--- src/rtl/ysyx_24090013_pkg.sv ---
// rtl/ysyx_24090013_pkg.sv - shared widths and FSM state type for the regfile dumper
package ysyx_24090013_pkg;

  localparam int XLEN   = 32;
  localparam int REG_AW = 5;
  localparam int NREG   = 32;

  typedef enum logic [1:0] {
    IDLE = 2'd0,
    READ = 2'd1,
    HOLD = 2'd2
  } state_e;

endpackage

--- src/rtl/ysyx_24090013_rf_dumper_if.sv ---
// rtl/ysyx_24090013_rf_dumper_if.sv - request, regfile read/snoop and entry stream bundle
interface ysyx_24090013_rf_dumper_if;
  import ysyx_24090013_pkg::*;

  logic              req_valid;
  logic              req_ready;
  logic              req_all;
  logic [REG_AW-1:0] req_idx;
  logic              rf_ren;
  logic [REG_AW-1:0] rf_raddr;
  logic [XLEN-1:0]   rf_rdata;
  logic              wb_wen;
  logic [REG_AW-1:0] wb_waddr;
  logic [XLEN-1:0]   wb_wdata;
  logic              out_valid;
  logic              out_ready;
  logic [REG_AW-1:0] out_idx;
  logic [XLEN-1:0]   out_data;
  logic              out_last;
  logic              done;

  modport slave (
    input  req_valid, req_all, req_idx, rf_rdata, wb_wen, wb_waddr, wb_wdata, out_ready,
    output req_ready, rf_ren, rf_raddr, out_valid, out_idx, out_data, out_last, done
  );

  modport master (
    output req_valid, req_all, req_idx, rf_rdata, wb_wen, wb_waddr, wb_wdata, out_ready,
    input  req_ready, rf_ren, rf_raddr, out_valid, out_idx, out_data, out_last, done
  );

endinterface

--- src/rtl/ysyx_24090013_rf_dump_capture.sv ---
// rtl/ysyx_24090013_rf_dump_capture.sv - entry output register with x0 forcing and optional write bypass
// Optional feature macro: YSYX_24090013_RF_DUMP_BYPASS_EN
module ysyx_24090013_rf_dump_capture
  import ysyx_24090013_pkg::*;
(
  input  logic              clk,
  input  logic              rst,
  input  logic              cap_en,
  input  logic              cap_last,
  input  logic [REG_AW-1:0] cap_idx,
  input  logic [XLEN-1:0]   rf_rdata,
  input  logic              wb_wen,
  input  logic [REG_AW-1:0] wb_waddr,
  input  logic [XLEN-1:0]   wb_wdata,
  output logic [REG_AW-1:0] out_idx,
  output logic [XLEN-1:0]   out_data,
  output logic              out_last
);

  logic [XLEN-1:0] sel_data;

`ifdef YSYX_24090013_RF_DUMP_BYPASS_EN
  // Same-cycle writeback wins so the entry shows the post-write architectural value.
  always_comb begin
    sel_data = rf_rdata;
    if (wb_wen && (wb_waddr == cap_idx) && (wb_waddr != '0)) begin
      sel_data = wb_wdata;
    end
  end
`else
  logic unused_wb;
  assign unused_wb = &{1'b0, wb_wen, wb_waddr, wb_wdata};

  always_comb begin
    sel_data = rf_rdata;
  end
`endif

  always_ff @(posedge clk or posedge rst) begin
    if (rst) begin
      out_idx  <= '0;
      out_data <= '0;
      out_last <= 1'b0;
    end else if (cap_en) begin
      out_idx  <= cap_idx;
      out_data <= (cap_idx == '0) ? '0 : sel_data;
      out_last <= cap_last;
    end
  end

endmodule

--- src/rtl/ysyx_24090013_rf_dumper.sv ---
// rtl/ysyx_24090013_rf_dumper.sv - walks one or all GPRs and streams {index, value} entries
// Optional feature macro: YSYX_24090013_RF_DUMP_BYPASS_EN (see capture sub-module)
module ysyx_24090013_rf_dumper #(
  parameter int NREG = ysyx_24090013_pkg::NREG
) (
  input logic                       clk,
  input logic                       rst,
  ysyx_24090013_rf_dumper_if.slave  bus
);
  import ysyx_24090013_pkg::*;

  state_e            state_q, state_d;
  logic [REG_AW-1:0] idx_q;
  logic              all_q;
  logic              done_q;
  logic              last;
  logic              hs;
  logic              accept;

  // Full mode ends at the top register; the index never advances past it.
  assign last   = !all_q || (idx_q == REG_AW'(NREG - 1));
  assign hs     = (state_q == HOLD) && bus.out_ready;
  assign accept = (state_q == IDLE) && bus.req_valid;

  always_ff @(posedge clk or posedge rst) begin
    if (rst) begin
      state_q <= IDLE;
    end else begin
      state_q <= state_d;
    end
  end

  always_comb begin
    state_d = state_q;
    case (state_q)
      IDLE:    if (bus.req_valid) state_d = READ;
      READ:    state_d = HOLD;
      HOLD:    if (bus.out_ready) state_d = last ? IDLE : READ;
      default: state_d = IDLE;
    endcase
  end

  always_ff @(posedge clk or posedge rst) begin
    if (rst) begin
      idx_q  <= '0;
      all_q  <= 1'b0;
      done_q <= 1'b0;
    end else begin
      done_q <= hs && last;
      if (accept) begin
        all_q <= bus.req_all;
        idx_q <= bus.req_all ? '0 : bus.req_idx;
      end else if (hs && !last) begin
        idx_q <= idx_q + 1'b1;
      end
    end
  end

  assign bus.req_ready = (state_q == IDLE) && !rst;
  assign bus.rf_ren    = (state_q == READ);
  assign bus.rf_raddr  = idx_q;
  assign bus.out_valid = (state_q == HOLD);
  assign bus.done      = done_q;

  ysyx_24090013_rf_dump_capture u_capture (
    .clk      (clk),
    .rst      (rst),
    .cap_en   (state_q == READ),
    .cap_last (last),
    .cap_idx  (idx_q),
    .rf_rdata (bus.rf_rdata),
    .wb_wen   (bus.wb_wen),
    .wb_waddr (bus.wb_waddr),
    .wb_wdata (bus.wb_wdata),
    .out_idx  (bus.out_idx),
    .out_data (bus.out_data),
    .out_last (bus.out_last)
  );

endmodule

--- src/flat_wrapper.sv ---
// flat-port wrapper written by rule: the top's interface ports become plain ports
module ysyx_24090013_rf_dumper_flat import ysyx_24090013_pkg::*;
#(
  parameter int NREG = ysyx_24090013_pkg::NREG
)
  (clk, rst, bus_req_valid, bus_req_all, bus_req_idx, bus_rf_rdata, bus_wb_wen, bus_wb_waddr, bus_wb_wdata, bus_out_ready, bus_req_ready, bus_rf_ren, bus_rf_raddr, bus_out_valid, bus_out_idx, bus_out_data, bus_out_last, bus_done);
  ysyx_24090013_rf_dumper_if bus_i ();
  input logic clk;
  input logic rst;
  input wire logic [$bits(bus_i.req_valid)-1:0] bus_req_valid;
  input wire logic [$bits(bus_i.req_all)-1:0] bus_req_all;
  input wire logic [$bits(bus_i.req_idx)-1:0] bus_req_idx;
  input wire logic [$bits(bus_i.rf_rdata)-1:0] bus_rf_rdata;
  input wire logic [$bits(bus_i.wb_wen)-1:0] bus_wb_wen;
  input wire logic [$bits(bus_i.wb_waddr)-1:0] bus_wb_waddr;
  input wire logic [$bits(bus_i.wb_wdata)-1:0] bus_wb_wdata;
  input wire logic [$bits(bus_i.out_ready)-1:0] bus_out_ready;
  output wire logic [$bits(bus_i.req_ready)-1:0] bus_req_ready;
  output wire logic [$bits(bus_i.rf_ren)-1:0] bus_rf_ren;
  output wire logic [$bits(bus_i.rf_raddr)-1:0] bus_rf_raddr;
  output wire logic [$bits(bus_i.out_valid)-1:0] bus_out_valid;
  output wire logic [$bits(bus_i.out_idx)-1:0] bus_out_idx;
  output wire logic [$bits(bus_i.out_data)-1:0] bus_out_data;
  output wire logic [$bits(bus_i.out_last)-1:0] bus_out_last;
  output wire logic [$bits(bus_i.done)-1:0] bus_done;
  assign bus_i.req_valid = bus_req_valid;
  assign bus_i.req_all = bus_req_all;
  assign bus_i.req_idx = bus_req_idx;
  assign bus_i.rf_rdata = bus_rf_rdata;
  assign bus_i.wb_wen = bus_wb_wen;
  assign bus_i.wb_waddr = bus_wb_waddr;
  assign bus_i.wb_wdata = bus_wb_wdata;
  assign bus_i.out_ready = bus_out_ready;
  assign bus_req_ready = bus_i.req_ready;
  assign bus_rf_ren = bus_i.rf_ren;
  assign bus_rf_raddr = bus_i.rf_raddr;
  assign bus_out_valid = bus_i.out_valid;
  assign bus_out_idx = bus_i.out_idx;
  assign bus_out_data = bus_i.out_data;
  assign bus_out_last = bus_i.out_last;
  assign bus_done = bus_i.done;
  ysyx_24090013_rf_dumper #(.NREG(NREG)) u_core (.clk(clk), .rst(rst), .bus(bus_i));
endmodule
--- config.mk ---
export PLATFORM = sky130hd
export DESIGN_NAME = ysyx_24090013_rf_dumper_flat
export DESIGN_NICKNAME = d
export VERILOG_FILES = /design/src/rtl/ysyx_24090013_pkg.sv /design/src/rtl/ysyx_24090013_rf_dumper_if.sv /design/src/rtl/ysyx_24090013_rf_dump_capture.sv /design/src/rtl/ysyx_24090013_rf_dumper.sv /design/src/flat_wrapper.sv
export SDC_FILE = /design/constraint.sdc
export NUM_CORES = 1
export LEC_CHECK = 0
export ABC_CLOCK_PERIOD_IN_PS = 1830
export CORE_UTILIZATION = 35
export DETAILED_ROUTE_END_ITERATION = 16
export PLACE_DENSITY_LB_ADDON = 0.25
export SYNTH_ARGS = -nofsm -noshare
export SYNTH_HDL_FRONTEND = slang
export SYNTH_HIERARCHICAL = 1
export SYNTH_SLANG_ARGS = --single-unit
--- constraint.sdc ---
create_clock -name clk -period 1.83 [get_ports clk]
set_input_delay 0.366 -clock clk [delete_from_list [all_inputs] [get_ports clk]]
set_output_delay 0.366 -clock clk [all_outputs]
set_load 0.1 [all_outputs]
Word-level counts from Yosys, hierarchy flattened
Cells that the tools add are included.
- flip-flop bits (word level): 47
- input bits: 80
- output and inout bits: 47
- word-level logic and storage cells: 34
- add/sub/neg operators: 1
- equality and inequality tests: 5
- mux-type cells: 8
- reductions and logical operators: 13
- operators by type and width (operator ; number):
    two-way mux 32 bit ; 1
    two-way mux 5 bit ; 3
    one-hot mux 2 bit (3 select lines) ; 1
    adder 5 x 1 -> 5 bit (second input constant) ; 1
    equality test 5 bit (second input constant) ; 1
    logical AND 1 bit ; 5
    logical NOT 5 bit ; 1
    two-way mux 2 bit ; 2
    inequality test 2 bit (second input constant) ; 2
    logical NOT 1 bit ; 3
    equality test 2 x 1 -> 1 bit (second input constant) ; 1
    equality test 2 bit (second input constant) ; 1
    logical NOT 2 bit ; 1
    AND reduction 2 bit ; 1
    nonzero test 2 bit ; 1
    logical OR 1 bit ; 1
    two-way mux 1 bit ; 1

Depth between registers and ports, before layout
- depth after elaboration: 6
- gate-level depth with buffers: 7
- depth with buffers taken out: 7

Modules after synthesis
Netlist, hierarchy kept.
- by module, submodules not included (module ; times used ; cells each ; area each (um^2) ; sequential area each (um^2)):
    ysyx_24090013_rf_dump_capture ; 1 ; 121 ; 1726.7 ; 950.9
    ysyx_24090013_rf_dumper ; 1 ; 58 ; 536.8 ; 225.2

Worst setup path after synthesis
OpenSTA, ideal clock, no wires.
- path type: register -> output
- start point: register u_core.state_q[0]
- end point: output bus_req_ready
- arrival: 2.536 ns
- data required time: 1.464 ns
- setup slack: -1.072 ns
- stages on the path, launching flop included: 3
- buffers on the path: 1
- path through: dfrtp_1 > buf_6 > nor3_1
- word-level cells in the longest chain between the ends: 2
- ends and longest elaborated chain (element ; line ; source):
    start, declared ; ysyx_24090013_rf_dumper.sv:12 ; state_e state_q, state_d;
    start signal, assigned ; ysyx_24090013_rf_dumper.sv:29 ; state_q <= state_d;
    logical NOT 2 bit ; ysyx_24090013_rf_dumper.sv:59 ; assign bus.req_ready = (state_q == IDLE) && !rst;
    logical AND 1 bit ; ysyx_24090013_rf_dumper.sv:59 ;
    end, declared ; flat_wrapper.sv:18 ; output wire logic [$bits(bus_i.req_ready)-1:0] bus_req_ready;
No other way between the ends.

Final worst setup path
- start point: register u_core.idx_q[0], in the netlist u_core/bus.rf_raddr[0]
- end point: register u_core.idx_q[0], in the netlist u_core/bus.rf_raddr[0]
- word-level cells in the longest chain between the ends: 5
- elaborated cells between the ends (all ways): 8
- classes of those cells: add/sub: 1; eq/ne: 1; mux: 2; reduce/logical: 4
- ends and longest elaborated chain (element ; line ; source):
    start, declared ; ysyx_24090013_rf_dumper.sv:13 ; logic [REG_AW-1:0] idx_q;
    start signal, assigned ; ysyx_24090013_rf_dumper.sv:52 ; idx_q <= bus.req_all ? '0 : bus.req_idx;
    start signal, assigned ; ysyx_24090013_rf_dumper.sv:54 ; idx_q <= idx_q + 1'b1;
    parallel branches: the longest is 5 deep, another holds adder 5 x 1 -> 5 bit ; - ;
Several ways; the timed one is not identified. The select of a mux whose other input is x is not followed.
A chain may end at the register's enable or synchronous reset.

==> qor.txt <==
Finished Layout Cells: 356
RR Endpoint: u_core/bus.rf_raddr[0]
Critical path peak fanout: 2
IO Port Bufs: 88
Cell taking the most area after synthesis: dfrtp_1
Clock Latency Late Sink: 290 ps
Status: complete, but fails checks
Routed wire per std cell: 15.29 um
Die Area: 0.006792 mm^2
CTS tree: yes
Post-synth EDFFs: 0
Main area contributors after synthesis: dfrtp_1 52%, mux2i_1 14%, a21oi_2 12%
CTS Hold Bufs: 0
RePlAce Congestion: 0.8556
RSZ-0062 raised after global routing: true
ANT nets after route: 0
Vias: 1724
Number of CTS-inserted buffers: 5
FF+latch count, synth: 47
Synth Instances: 179
MaxCap Viol Count: 0
Post-synthesis compound-gate area fraction: 0.1515
Yosys warning total: 6
Largest family of logic cells by synthesized area: multiplexers
Grt peak-use layer: met2
Least-Margin Pin Slew: 388.9 ps
Core ar.: 0.006061 mm^2
Post-synthesis mux area share: 0.1813
GR met1 Demand/Resource: 0.1879
Simple-gate area share of the yosys netlist: 0.07960
Ant diodes: 0
Relative slew slack: 0.7404
Post-DP HPWL: 3.858 mm
Synthesized Nets: 261
Clk root buf: clkbuf_8
Worst-case reg-to-reg path depth: 7
DIE WIDTH: 82.42 um
DRT iter0 DRCs: 45
Startpoint types: flip-flop
Number of remaining DRC errors: 0
I/O Pins: 127
Initial antenna violation count: 0
Clock skew: 6.366 ps
GR Util met2: 0.2942
Worst EP required: 2010 ps
Die Y-Extent: 82.42 um
Vias in the first global route: 1760
Post-synth ARST share: 1.000
WHS: 429.9 ps
Placed Cells: 343
Post-synth cell types: 29
Hold Vio Cnt, Final: 0
Synth Area in XOR/XNOR: 0
Fraction of layout cells with a size suffix above 1: 0.4270
Clock buffer depth: 2
Effective utilization at floorplan: 0.3735
Syn avg cell area: 12.64 um^2
Routed wire length: 5.444 mm
Nets: 362
Post-synth top area share: 0.5196
Ys flop type: dfrtp_1
Max Transition Viols Final: 0
R2R setup slack: -100 ps
Failing checks: setup timing
Final period util: 1.052
Max Freq: 519.2 MHz
Post-synth top cells: 47 x dfrtp_1, 32 x mux2i_1, 30 x a21oi_2
Global route overflow: 0
Floorplan row count: 28
First-pass detailed-route iteration total: 4
First-pass GRT wire length: 8.293 mm
Minimum clock period: 1926 ps
Pin count of the biggest net entering global routing: 39
Worst Setup Path Type: flip-flop to flip-flop
Top-count cell post-synth: dfrtp_1
Crit path DAT: 2100 ps
CP startpoint: u_core/bus.rf_raddr[0]
Synth Area in Adders: 0.01106
Sequential area share after synthesis: 0.5196
H-tree depth: 2
Mapped cell area: 0.002263 mm^2
Final setup violation count: 2
Worst Hold Class: primary input to async pin
Area grow syn2layout: 77.50%
Clock-pin transition on the worst setup and hold timing paths: 90 ps
GR Util met3: 0.05495
FF-to-FF Start: u_core/bus.rf_raddr[0]
Worst setup slack after layout: -95.98 ps
Via/cell ratio: 4.843
Setup crit end kind: flip-flop
Clk sinks: 47
Gr usage total: 0.1655
==> logic make-up after synthesis <==
| kind of cell | after synthesis |
|---|---|
| multiplexers | 40 |
| AO/OA/AOI/OAI | 43 |
| adder cells (fa/ha/maj) | 2 |
| flip-flops | 47 |
| AND/OR/NAND/NOR | 29 |
| buffers and inverters | 18 |
==> how the worst max path moves through the flow <==
stage | end | slack [ps] | cells past startpoint
CTS | u_core/bus.rf_raddr[0] | -100 | 7
floorplan | u_core/bus.rf_raddr[0] | -280 | 7
finish | u_core/bus.rf_raddr[0] | -100 | 7
detailed placement | u_core/bus.rf_raddr[0] | -90 | 7
global route | u_core/bus.rf_raddr[0] | -150 | 7
global placement | u_core/bus.rf_raddr[0] | -60 | 7
==> metal layers <==
metal / wire (um) / vias up
li1: - / 843
met1: 2287 / 820
met2: 2771 / 59
met3: 358 / 2
met4: 27 / 0
met5: 0 / -
==> sequential cells by signal (all words and copies together) (netlist names) <==
register                   count
u_core/u_capture/out_idx       5
u_core/all_q                   1
u_core/bus.rf_raddr            5
u_core/u_capture/out_data     32
u_core/bus.done                1
u_core/u_capture/out_last      1
u_core/state_q                 2
==> worst max-delay path, stage by stage, from the launching register on <==
cell     delay (ps)
dfrtp_4         510
ha_4            170
and3_4          180
ha_4            150
and2b_1         190
nand2_1          60
mux2_2          270
a221o_1         300
==> placed cells by master, fill, tap and decap left out, drive strengths merged <==
cell type and instances:
nand2 4, a2111oi 1, nor2 6, inv 6, nand3 3, o21ai 1, mux2i 32, mux2 8
bufinv 2, and2b 1, clkbuf 7, nor4b 1, ha 2, buf 64, and3 3, nor3b 2
nand2b 2, a21oi 38, or3b 1, nor3 1, a41oi 1, nand4b 2, nand4 1, a21o 1
nor2b 2, clkdlybuf4s50 41, a221o 1, dfrtp 47
==> per-stage QoR <==
| step | setup TNS (ps) | util | setup slack, ps | area [um^2] |
|---|---|---|---|---|
| 3_3_place_gp | -55.73 | 0.6305 | -55.73 | 3821 |
| 3_5_place_dp | -111.7 | 0.6305 | -88.44 | 3821 |
| 2_1_floorplan | -1560 | - | -281.1 | 2327 |
| 6_report | -131.5 | 0.6629 | -95.98 | 4018 |
| 5_1_grt | -280.2 | 0.6629 | -145.2 | 4018 |
| 4_1_cts | -155.9 | 0.6538 | -101.4 | 3963 |
==> cell type report <==
type / count / area, um^2
Timing Repair Buffer: 106 / 1554
Clock inverter: 2 / 60.06
Clock buffer: 6 / 72.57
Multi-Input combinational cell: 114 / 1026
Fill cell: 458 / 2043
Sequential cell: 47 / 1189
Inverter: 6 / 22.52
Tap cell: 75 / 93.84
==> timing repair <==
item,4_1_cts,5_1_grt
gates cloned,0,1
endpoints found under the setup margin,3,7
pin swaps,3,1
buffers inserted,1,3
resized for setup,1,1
Power is left out: the tool's default activity adds up to more than one toggle a clock period on the data nets, which glitch-free logic cannot reach.
